`src/rtl/mw_pkg.sv`:
```
// Shared types and constants for the microwave front-panel controller.
package mw_pkg;

  localparam int unsigned SEC_PER_MIN = 60;
  localparam int unsigned TIME_W      = 6;

  typedef enum logic [1:0] {
    IDLE   = 2'd0,
    COOK   = 2'd1,
    PAUSED = 2'd2,
    DONE   = 2'd3
  } state_t;

endpackage

```
`src/rtl/microwave_controller_if.sv`:
```
// Controller <-> 1 Hz countdown timer link: setpoint, load/start, end indication.
interface microwave_controller_if;
  import mw_pkg::*;

  logic [TIME_W-1:0] set_min;
  logic [TIME_W-1:0] set_sec;
  logic              timer_load;
  logic              timer_start;
  logic              timer_end;

  modport master (output set_min, set_sec, timer_load, timer_start, input timer_end);
  modport slave  (input set_min, set_sec, timer_load, timer_start, output timer_end);

endinterface

```
`src/rtl/microwave_controller_time_entry.sv`:
```
// Cook-time setpoint register with saturating inc/dec and clear.
module time_entry
  import mw_pkg::*;
#(
  parameter int unsigned STEP_SEC = 10,
  parameter int unsigned MAX_MIN  = 59
) (
  input  logic              clk,
  input  logic              rst,
  input  logic              inc,
  input  logic              dec,
  input  logic              clr,
  output logic [TIME_W-1:0] mins,
  output logic [TIME_W-1:0] secs
);

  localparam int unsigned SW = TIME_W + 1;

  logic [SW-1:0]     sec_sum;
  logic [TIME_W-1:0] inc_min, inc_sec, dec_min, dec_sec;

  always_comb begin
    sec_sum = SW'(secs) + SW'(STEP_SEC);
    inc_min = mins;
    inc_sec = TIME_W'(sec_sum);
    if (sec_sum >= SW'(SEC_PER_MIN)) begin
      if (mins == TIME_W'(MAX_MIN)) begin
        inc_min = TIME_W'(MAX_MIN);
        inc_sec = TIME_W'(SEC_PER_MIN - 1);
      end else begin
        inc_min = mins + 1'b1;
        inc_sec = TIME_W'(sec_sum - SW'(SEC_PER_MIN));
      end
    end

    dec_min = mins;
    dec_sec = secs - TIME_W'(STEP_SEC);
    if (secs < TIME_W'(STEP_SEC)) begin
      if (mins != '0) begin
        dec_min = mins - 1'b1;
        dec_sec = secs + TIME_W'(SEC_PER_MIN - STEP_SEC);
      end else begin
        dec_min = '0;
        dec_sec = '0;
      end
    end
  end

  always_ff @(posedge clk or posedge rst) begin
    if (rst) begin
      mins <= '0;
      secs <= '0;
    end else if (clr) begin
      mins <= '0;
      secs <= '0;
    end else if (inc && !dec) begin
      mins <= inc_min;
      secs <= inc_sec;
    end else if (dec && !inc) begin
      mins <= dec_min;
      secs <= dec_sec;
    end
  end

endmodule

```
`src/rtl/microwave_controller.sv`:
```
// Front-panel FSM: button edges -> setpoint, timer load/start, door gating, done beep.
module microwave_controller
  import mw_pkg::*;
#(
  parameter int unsigned STEP_SEC = 10,
  parameter int unsigned BEEP_SEC = 3,
  parameter int unsigned MAX_MIN  = 59
) (
  input  logic                          clk,
  input  logic                          rst,
  input  logic                          tick_1hz,
  input  logic                          btn_inc,
  input  logic                          btn_dec,
  input  logic                          btn_start,
  input  logic                          btn_cancel,
  input  logic                          door_open,
  microwave_controller_if.master        tmr,
  output logic                          magnetron_on,
  output logic                          lamp_on,
  output logic                          beep,
  output logic [1:0]                    state_dbg
);

  localparam int unsigned BW = ($clog2(BEEP_SEC + 1) < 2) ? 2 : $clog2(BEEP_SEC + 1);

  // Bit order {cancel, start, dec, inc}
  logic [3:0] btn_q, btn_qq, btn_e;
  logic       door_q, door_rise;
  logic       te_s1, te_s2, te_s3, te_e;

  state_t        state, state_n;
  logic [BW-1:0] beep_cnt, cnt_n;
  logic          sp_inc, sp_dec, sp_clr, sp_zero;
  logic          load_n, start_n, mag_n, lamp_n, beep_n;

  assign btn_e     = btn_q & ~btn_qq;
  assign door_rise = door_open & ~door_q;
  assign te_e      = te_s2 & ~te_s3;
  assign sp_zero   = (tmr.set_min == '0) && (tmr.set_sec == '0);
  assign state_dbg = state;

  time_entry #(.STEP_SEC(STEP_SEC), .MAX_MIN(MAX_MIN)) u_time_entry (
    .clk  (clk),
    .rst  (rst),
    .inc  (sp_inc),
    .dec  (sp_dec),
    .clr  (sp_clr),
    .mins (tmr.set_min),
    .secs (tmr.set_sec)
  );

  always_comb begin
    state_n = state;
    cnt_n   = beep_cnt;
    sp_inc  = 1'b0;
    sp_dec  = 1'b0;
    sp_clr  = 1'b0;
    case (state)
      IDLE: begin
        if (btn_e[3]) begin
          sp_clr = 1'b1;
        end else if (btn_e[2] && !door_open && !sp_zero) begin
          state_n = COOK;
        end else begin
          sp_inc = btn_e[0];
          sp_dec = btn_e[1];
        end
      end
      COOK: begin
        if (btn_e[3] || door_open) begin
          state_n = PAUSED;
        end else if (te_e) begin
          state_n = DONE;
          cnt_n   = '0;
        end
      end
      PAUSED: begin
        if (btn_e[3]) begin
          state_n = IDLE;
          sp_clr  = 1'b1;
        end else if (btn_e[2] && !door_open) begin
          state_n = COOK;
        end
      end
      DONE: begin
        if ((|btn_e) || door_rise) begin
          state_n = IDLE;
          sp_clr  = 1'b1;
        end else if (tick_1hz) begin
          cnt_n = beep_cnt + 1'b1;
          if (cnt_n == BW'(BEEP_SEC)) begin
            state_n = IDLE;
            sp_clr  = 1'b1;
          end
        end
      end
      default: state_n = IDLE;
    endcase

    // Outputs are computed from the next state so they register alongside it
    load_n  = (state_n == IDLE);
    start_n = (state_n == COOK);
    mag_n   = (state_n == COOK);
    beep_n  = (state_n == DONE);
    lamp_n  = (state_n == IDLE || state_n == DONE) ? door_open : 1'b1;
  end

  always_ff @(posedge clk or posedge rst) begin
    if (rst) begin
      btn_q           <= '0;
      btn_qq          <= '0;
      door_q          <= 1'b0;
      te_s1           <= 1'b0;
      te_s2           <= 1'b0;
      te_s3           <= 1'b0;
      state           <= IDLE;
      beep_cnt        <= '0;
      tmr.timer_load  <= 1'b1;
      tmr.timer_start <= 1'b0;
      magnetron_on    <= 1'b0;
      lamp_on         <= 1'b0;
      beep            <= 1'b0;
    end else begin
      btn_q           <= {btn_cancel, btn_start, btn_dec, btn_inc};
      btn_qq          <= btn_q;
      door_q          <= door_open;
      te_s1           <= tmr.timer_end;
      te_s2           <= te_s1;
      te_s3           <= te_s2;
      state           <= state_n;
      beep_cnt        <= cnt_n;
      tmr.timer_load  <= load_n;
      tmr.timer_start <= start_n;
      magnetron_on    <= mag_n;
      lamp_on         <= lamp_n;
      beep            <= beep_n;
    end
  end

endmodule
```
`src/flat_wrapper.sv`:
```
// flat-port wrapper written by rule: the top's interface ports become plain ports
module microwave_controller_flat import mw_pkg::*;
#(
  parameter int unsigned STEP_SEC = 10,
  parameter int unsigned BEEP_SEC = 3,
  parameter int unsigned MAX_MIN  = 59
)
  (clk, rst, tick_1hz, btn_inc, btn_dec, btn_start, btn_cancel, door_open, magnetron_on, lamp_on, beep, state_dbg, tmr_set_min, tmr_set_sec, tmr_timer_load, tmr_timer_start, tmr_timer_end);
  microwave_controller_if tmr_i ();
  input  logic clk;
  input  logic rst;
  input  logic tick_1hz;
  input  logic btn_inc;
  input  logic btn_dec;
  input  logic btn_start;
  input  logic btn_cancel;
  input  logic door_open;
  output logic magnetron_on;
  output logic lamp_on;
  output logic beep;
  output logic [1:0] state_dbg;
  output wire logic [$bits(tmr_i.set_min)-1:0] tmr_set_min;
  output wire logic [$bits(tmr_i.set_sec)-1:0] tmr_set_sec;
  output wire logic [$bits(tmr_i.timer_load)-1:0] tmr_timer_load;
  output wire logic [$bits(tmr_i.timer_start)-1:0] tmr_timer_start;
  input wire logic [$bits(tmr_i.timer_end)-1:0] tmr_timer_end;
  assign tmr_set_min = tmr_i.set_min;
  assign tmr_set_sec = tmr_i.set_sec;
  assign tmr_timer_load = tmr_i.timer_load;
  assign tmr_timer_start = tmr_i.timer_start;
  assign tmr_i.timer_end = tmr_timer_end;
  microwave_controller #(.STEP_SEC(STEP_SEC), .BEEP_SEC(BEEP_SEC), .MAX_MIN(MAX_MIN)) u_core (.clk(clk), .rst(rst), .tick_1hz(tick_1hz), .btn_inc(btn_inc), .btn_dec(btn_dec), .btn_start(btn_start), .btn_cancel(btn_cancel), .door_open(door_open), .tmr(tmr_i), .magnetron_on(magnetron_on), .lamp_on(lamp_on), .beep(beep), .state_dbg(state_dbg));
endmodule
```
`config.mk`:
```
export PLATFORM = sky130hd
export DESIGN_NAME = microwave_controller_flat
export DESIGN_NICKNAME = d
export VERILOG_FILES = /design/src/rtl/mw_pkg.sv /design/src/rtl/microwave_controller_if.sv /design/src/rtl/microwave_controller_time_entry.sv /design/src/rtl/microwave_controller.sv /design/src/flat_wrapper.sv
export SDC_FILE = /design/constraint.sdc
export NUM_CORES = 1
export LEC_CHECK = 0
export ABC_AREA = 0
export CORE_ASPECT_RATIO = 1.25
export CORE_MARGIN = 2
export CORE_UTILIZATION = 59
export DETAILED_ROUTE_END_ITERATION = 7
export PLACE_DENSITY = 0.85
export SKIP_CTS_REPAIR_TIMING = 1
export SLEW_MARGIN = 20
export SYNTH_ARGS = -nofsm -noshare
export SYNTH_HDL_FRONTEND = slang
export SYNTH_SLANG_ARGS = --single-unit
export TNS_END_PERCENT = 30
```
`constraint.sdc`:
```
create_clock -name clk -period 5.7 [get_ports clk]
set_input_delay 0.855 -clock clk [delete_from_list [all_inputs] [get_ports clk]]
set_output_delay 0.855 -clock clk [all_outputs]
set_load 0.02 [all_outputs]
```
==> run_results.csv, run 1 <==
group,metric,value,unit
global_routing,global_route.usage.total,0.267,
final_layout,register_area,802,um^2
logic_synthesis,synth-async-reset-ratio,1.00,
setup_path,worst_r2r_startpoint,"u_core.u_time_entry.mins[0]",
route,route.vias.total,1801,
clock_network,cts_tree,"yes",
setup_path,cp-end-kind,"flip-flop",
setup_path,cp_top_family,"simple AND/OR/NAND/NOR gates",
route,met2RoutedLength,2.35,mm
logic_synthesis,synth_top_area_frac,0.385,
route,highest-signal-layer,"met4",
sta,finalCriticalPeriod,4540,ps
global_routing,grt_pass1_vias,1715,
route,post_drt_wl_per_cell,16.7,um
sta,max_slew_violation_count,0,
clock_network,clock-sinks,32,
logic_synthesis,synth_edf_count,0,
logic_synthesis,top_count_cell_post_synth,"dfrtp_1",
route,routed_wire_length,4.76,mm
logic_synthesis,netlist_top_cells_count,"dfrtp_1, nor2_1, nand2_1",
logic_synthesis,synth.lib_cells_used.distinct,51,
clock_network,cts-buffers-inserted,5,
logic_synthesis,synth_seq_cells,32,
floorplanning,core_area,3220,um^2
power,p_int,0.675,mW
sta,timing.final.crit_share,0.797,
logic_synthesis,mapped_cell_area,2010,um^2
power,netSwitchingPower,0.489,mW
setup_path,worstSetupPathType,"flip-flop to flip-flop",
route,drt_pre_antenna_iters,4,
power,p_seq_frac,0.309,
final_layout,multiInputGateArea,1100,um^2
sta,max-slew-margin-rel,0.447,
clock_network,clk_pin_slew,60,ps
power,leakage_power,0.991,nW
sta,final-setup-viol-count,0,
floorplanning,die_height,69.3,um
power,power.density_cell_area,482,nW/um^2
logic_synthesis,syn_avg_cell_area,9.03,um^2
outcome,status,"finished, final reports clean",
clock_network,cts.htree.levels,2,
logic_synthesis,post_synthesis_net_count,242,
placed_design,post_dp_cell_area,2290,um^2
route,wl_met3,241,um
setup_path,critical-path-slowest-cell,"ha_1",
clock_network,cts_root_buffer,"clkbuf_8",
setup_path,timing.critical_path.required,5920,ps
route,m1WireLength,2.07,mm
sta,rsz0062_at_grt,"no",
power,comb_power_share,0.487,
job,max_cap_violations,0,
setup_path,max_incr_delay_on_cp,580,ps
global_routing,grt_first_pass_wirelength,8.17,mm
power,fraction_of_power_consumed_by_the_clock_network,0.204,
setup_path,worstPathBufferInverterCount,2,
logic_synthesis,netlist_instances,223,
final_layout,antenna_diode_count,0,
floorplanning,fp.dieArea,3900,um^2
setup_path,path_max_fanout,18,
worst_hold_path,hp-start,"u_core.te_s1",
floorplanning,initial_standard_cell_utilization_of_the_core,0.625,
route,antenna_left,0,
sta,timing_hold_violations_final,0,
logic_synthesis,synthTopCellsByArea,"dfrtp_1, ha_1, nor2_1",
placed_design,dpl.hpwl,3.30,mm
route,route.detailed.vias_per_inst,6.32,
clock_network,worstSkewPairLatency,290,ps
route,dr.first_iter.drc_count,85,
placed_design,portBuffers,27,
sta,totalNegativeSetupSlack,0,ps
worst_hold_path,hold_path_class,"flip-flop to flip-flop",
setup_path,path_cells,"inv_1 > ha_1 > or3b_1 > nor3_2 > nand3_1 > nand2b_1 > nand3_1 > nor3b_1 > ha_1 > inv_1 > a21o_1 > a31oi_1 > mux2_2 > nor2_1",
logic_synthesis,yosysTopAreaCell,"dfrtp_1",
logic_synthesis,yosysWarningCount,0,
sta,final.setup_skew,4.94,ps
final_layout,area_delta_synth_final,20.1,%
power,vdd.ir_drop.worst,0.000352,V
final_layout,fraction_of_final_layout_cells_with_drive_strength_greater_than_1,0.0927,
power,swShare,0.420,
route,drt_drc_violations_left,0,
floorplanning,floorplan.rows,23,
setup_path,crit_path_start_kind,"flip-flop",
final_layout,nNetsFinal,266,
floorplanning,fp.dieW,56.2,um
final_layout,fillCellCount,243,
clock_network,cts_max_path_buffers,2,
global_routing,grt_antenna_before_repair,0,
setup_path,cp_data_arrival_time,4760,ps
final_layout,post-route-cell-area,2420,um^2
sta,worst_pin_slew,825,ps
global_routing,maximum_number_of_pins_on_one_net_before_global_route_repair,33,
placed_design,gp_routability_congestion,0.939,
power,totalPowerFinal,1.16,mW
global_routing,total_congestion_overflow,0,
sta,max_freq,0.220,GHz
logic_synthesis,synth_flop_cell,"dfrtp_1",
logic_synthesis,yosysSeqAreaShare,0.398,
setup_path,timing.critical_path.from,"u_core.u_time_entry.mins[0]",
floorplanning,num_io_pins,28,
final timing paths:
kind                                                    end  slack, ps  depth (start not counted)
min in group asynchronous                u_core.beep_cnt[1]        950                          3
worst min-delay path                           u_core.te_s2        350                          0
max in group asynchronous             u_core.tmr.timer_load       4420                          3
worst max register to register  u_core.u_time_entry.mins[1]       1160                         14
worst max-delay path            u_core.u_time_entry.mins[1]       1160                         14
worst min register to register                 u_core.te_s2        350                          0
cell type report:
type	count	area share
flip-flops and latches	32	0.332
multi-input cells	164	0.455
repair buffers	29	0.118
clock inverters	1	0.0124
inverters	15	0.0233
clock buffers	7	0.0399
well taps	37	0.0192
state kept, by name (all words and copies together), names as in the netlist:
register / cells
u_core.beep: 1
u_core.beep_cnt: 2
u_core.btn_q: 4
u_core.btn_qq: 4
u_core.door_q: 1
u_core.lamp_on: 1
u_core.state_dbg: 2
u_core.te_s1: 1
u_core.te_s2: 1
u_core.te_s3: 1
u_core.tmr.timer_load: 1
u_core.tmr.timer_start: 1
u_core.u_time_entry.mins: 6
u_core.u_time_entry.secs: 6
power groups by stage:
stage	Combinational, mW	Sequential [mW]	Clock, mW
floorplan	0.383	0.360	0
global placement	0.553	0.357	0
detailed placement	0.559	0.360	0
CTS	0.568	0.358	0.240
global route	0.628	0.368	0.251
finish	0.568	0.360	0.237
metrics by stage:
stage                     utilization  setup WS [ps]  hold slack (ps)  instances
after CTS                       0.750           1170              361        285
after detailed placement        0.711           1310              346        277
after global routing            0.750            854              367        285
after global placement          0.711           1520              336        277
after floorplan                     -           1900              331        223
final                           0.750           1160              355        285
metal layers:
metal,vias to the layer above,global-route usage
li1,862,-
met1,867,0.352
met2,60,0.421
met3,12,0.0672
met4,0,0.103
met5,-,0
layout by cell type (no fill, tap or decap), drive strengths merged, types with 2 or more instances in the layout:
cell	Yosys	layout
ha	10	10
mux2i	2	2
o31a	2	2
a221oi	3	3
a211oi	5	5
or3b	2	2
inv	15	15
nand4	4	4
nor4	2	2
and3	4	4
mux2	3	3
nor3	4	4
o21ai	12	12
dfrtp	31	31
o31ai	2	2
xor2	2	2
nor2	18	18
or2	3	3
nor3b	4	4
clkbuf	7	7
o32a	2	2
nand2	17	17
or3	6	6
xnor2	5	5
a31o	3	3
buf	5	2
a21o	5	5
clkdlybuf4s50	0	27
nand3	8	8
o22ai	4	4
nor2b	4	4
o311ai	2	2
a21oi	13	13
nand3b	2	2
cell families after synthesis:
kind of cell,after synthesis,synth area share
muxes,5,0.0267
DFF,32,0.398
adders and majority gates,10,0.0622
and+or+nand+nor,81,0.212
xor gates and xnor gates,7,0.0342
buffers and inverters,27,0.0547
AOI/OAI and AO/OA,61,0.212
No activity file was read; power rests on OpenSTA's default activity.
==> run 2, diff against run 1 <==
--- a/config.mk
+++ b/config.mk
@@ -8,9 +8,9 @@
 export ABC_AREA = 0
 export CORE_ASPECT_RATIO = 1.25
 export CORE_MARGIN = 2
-export CORE_UTILIZATION = 59
+export CORE_UTILIZATION = 49
 export DETAILED_ROUTE_END_ITERATION = 7
-export PLACE_DENSITY = 0.85
+export PLACE_DENSITY = 0.76
 export SKIP_CTS_REPAIR_TIMING = 1
 export SLEW_MARGIN = 20
 export SYNTH_ARGS = -nofsm -noshare
==> constraint.sdc (replaced) <==
create_clock -name clk -period 3.9 [get_ports clk]
set_input_delay 0.585 -clock clk [delete_from_list [all_inputs] [get_ports clk]]
set_output_delay 0.585 -clock clk [all_outputs]
set_load 0.02 [all_outputs]
==> run 2 against run 1 <==
Effect of this change: sequential cell count is the same; sequential share of layout area fell by 0.51 points; maximum frequency up 28%; utilization shrank 14 points; non-clock buffer count grew 6; hold slack better by 1.3 ps; clock power up 11%; worst setup slack got worse by 820 ps; power increased by 39%; highest routed layer unchanged.
==> run_results.csv, run 2 (same netlist as run 1, synthesis figures left out) <==
group,metric,value,unit
worst_hold_path,worst_hold_path.endpoint,"u_core.te_s2",
setup_path,path_max_fanout,11,
power,vdd.ir_drop.worst,0.000381,V
floorplanning,fp.dieArea,4640,um^2
clock_network,cts_tree,"yes",
power,power.density_cell_area,658,nW/um^2
sta,worst_pin_slew,877,ps
final_layout,nNetsFinal,272,
clock_network,cts_root_buffer,"clkbuf_8",
worst_hold_path,hp-start,"u_core.te_s1",
clock_network,cts-buffers-inserted,5,
worst_hold_path,worst_hold_path.num_cells,0,
route,dr.first_iter.drc_count,115,
global_routing,global_route.usage.total,0.215,
sta,max-slew-margin-rel,0.412,
sta,final-setup-viol-count,0,
sta,finalCriticalPeriod,3560,ps
global_routing,grt_antenna_before_repair,0,
worst_hold_path,hold_path_class,"flip-flop to flip-flop",
global_routing,grt_pass1_vias,1644,
clock_network,clk_pin_slew,70,ps
final_layout,fraction_of_final_layout_cells_with_drive_strength_greater_than_1,0.118,
floorplanning,die_height,75.7,um
sta,timing_hold_violations_final,0,
power,leakage_power,0.996,nW
setup_path,cp_data_arrival_time,3780,ps
setup_path,rrSetupSlack,340,ps
final_layout,antenna_diode_count,0,
route,route.detailed.vias_per_inst,5.84,
setup_path,timing.critical_path.required,4120,ps
final_layout,layout_commonest_cell,"dfrtp_1",
global_routing,total_congestion_overflow,0,
clock_network,cts.htree.levels,2,
setup_path,worstSetupPathType,"flip-flop to flip-flop",
clock_network,worstSkewPairLatency,290,ps
setup_path,path_cells,"inv_1 > ha_1 > or3b_1 > nor3_2 > nand3_1 > nand2b_1 > nand3_1 > nor3b_1 > ha_2 > inv_1 > a21o_1 > a31o_1 > or4_4 > a41oi_2",
route,drt_pre_antenna_iters,4,
final_layout,finish.cell_count_without_fillers,310,
sta,rsz0062_at_grt,"no",
setup_path,worst_r2r_startpoint,"u_core.u_time_entry.mins[0]",
final_layout,largest_registers,"u_core.u_time_entry.mins x6, u_core.u_time_entry.secs x6",
power,totalPowerFinal,1.62,mW
floorplanning,initial_standard_cell_utilization_of_the_core,0.503,
job,max_cap_violations,0,
sta,max_slew_violation_count,0,
sta,timing.final.crit_share,0.914,
setup_path,cp-end-kind,"flip-flop",
route,routed_wire_length,4.44,mm
route,post_drt_wl_per_cell,14.3,um
placed_design,post-place-cells,302,
final_layout,post-route-cell-area,2450,um^2
clock_network,clock-sinks,32,
setup_path,number_of_cells_on_the_worst_reg_to_reg_path,14,
setup_path,max_incr_delay_on_cp,500,ps
setup_path,timing.rr.end,"u_core.u_time_entry.mins[4]",
floorplanning,floorplan.rows,26,
sta,max_freq,0.281,GHz
clock_network,cts_max_path_buffers,2,
route,drt_drc_violations_left,0,
placed_design,portBuffers,27,
floorplanning,core_area,4000,um^2
sta,totalNegativeSetupSlack,0,ps
final_layout,layout_common_cells,"dfrtp_1, clkdlybuf4s50_1, nor2_1",
sta,final.setup_skew,5.66,ps
sta,holdWs,356,ps
outcome,status,"finished, final reports clean",
setup_path,crit_path_start_kind,"flip-flop",
route,route.vias.total,1811,
final_layout,area_delta_synth_final,21.9,%
placed_design,post_dp_cell_area,2360,um^2
setup_path,critical-path-slowest-cell,"or4_4",
placed_design,gp_routability_congestion,0.871,
global_routing,maximum_number_of_pins_on_one_net_before_global_route_repair,20,
global_routing,grt_first_pass_wirelength,7.45,mm
floorplanning,num_io_pins,28,
route,antenna_left,0,
floorplanning,fp.dieW,61.3,um
placed_design,dpl.hpwl,3.16,mm
[run 2: cell count changes in the layout (fill, tap and decap cells not counted)]
| cell | delta |
|---|---|
| buf_4 | +6 |
| bufinv_16 | -1 |
| clkinvlp_4 | +2 |
| clkbuf_8 | -2 |
| ha_2 | +1 |
| clkinv_4 | +1 |
| ha_1 | -1 |
[run 2: routing by layer]
metal / wire (um) / track usage / vias up
li1: - / - / 870
met1: 1880 / 0.289 / 847
met2: 2090 / 0.330 / 83
met3: 371 / 0.0458 / 11
met4: 105 / 0.104 / 0
met5: 0 / 0 / -
[run 2: area by class of cell]
cell class              instances  area [um^2]
clock buffers                   5         68.8
repair buffers                 35          330
clock inverters                 3         23.8
multi-input cells             164         1100
fillers                       366         1550
inverters                      15         56.3
flip-flops and latches         32          802
well taps                      56         70.1
[run 2: worst max-delay path by stage]
stage / from / end / slack, ps / cells after the start
after detailed placement: u_core.u_time_entry.mins[0] / u_core.u_time_entry.mins[4] / 220 / 14
after global placement: u_core.u_time_entry.mins[0] / u_core.u_time_entry.mins[4] / 350 / 14
after floorplan: u_core.u_time_entry.mins[0] / u_core.u_time_entry.mins[4] / 100 / 15
final: u_core.u_time_entry.mins[0] / u_core.u_time_entry.mins[4] / 340 / 14
after CTS: u_core.u_time_entry.mins[0] / u_core.u_time_entry.mins[4] / 220 / 14
after global routing: u_core.u_time_entry.mins[1] / u_core.u_time_entry.mins[4] / 80 / 14
[run 2: metrics by stage]
step,setup slack (ps),util
3_3_place_gp,349,0.590
4_1_cts,221,0.613
6_report,337,0.614
3_5_place_dp,220,0.590
2_1_floorplan,100,-
5_1_grt,78.9,0.614
[run 2: where the power goes]
group / switching (mW) / total [mW] / internal (mW)
sequential: 0.103 / 0.501 / 0.398
combinational: 0.465 / 0.853 / 0.387
clock: 0.136 / 0.262 / 0.126
total: 0.704 / 1.62 / 0.911
[run 2: critical path: cells and delay by family, from the launching register on]
| kind | cells | cell delay (ps) |
|---|---|---|
| buffers and inverters | 2 | 260 |
| and+or+nand+nor | 7 | 1630 |
| DFF | 1 | 440 |
| adders and majority gates | 2 | 530 |
| AOI/OAI and AO/OA | 3 | 620 |
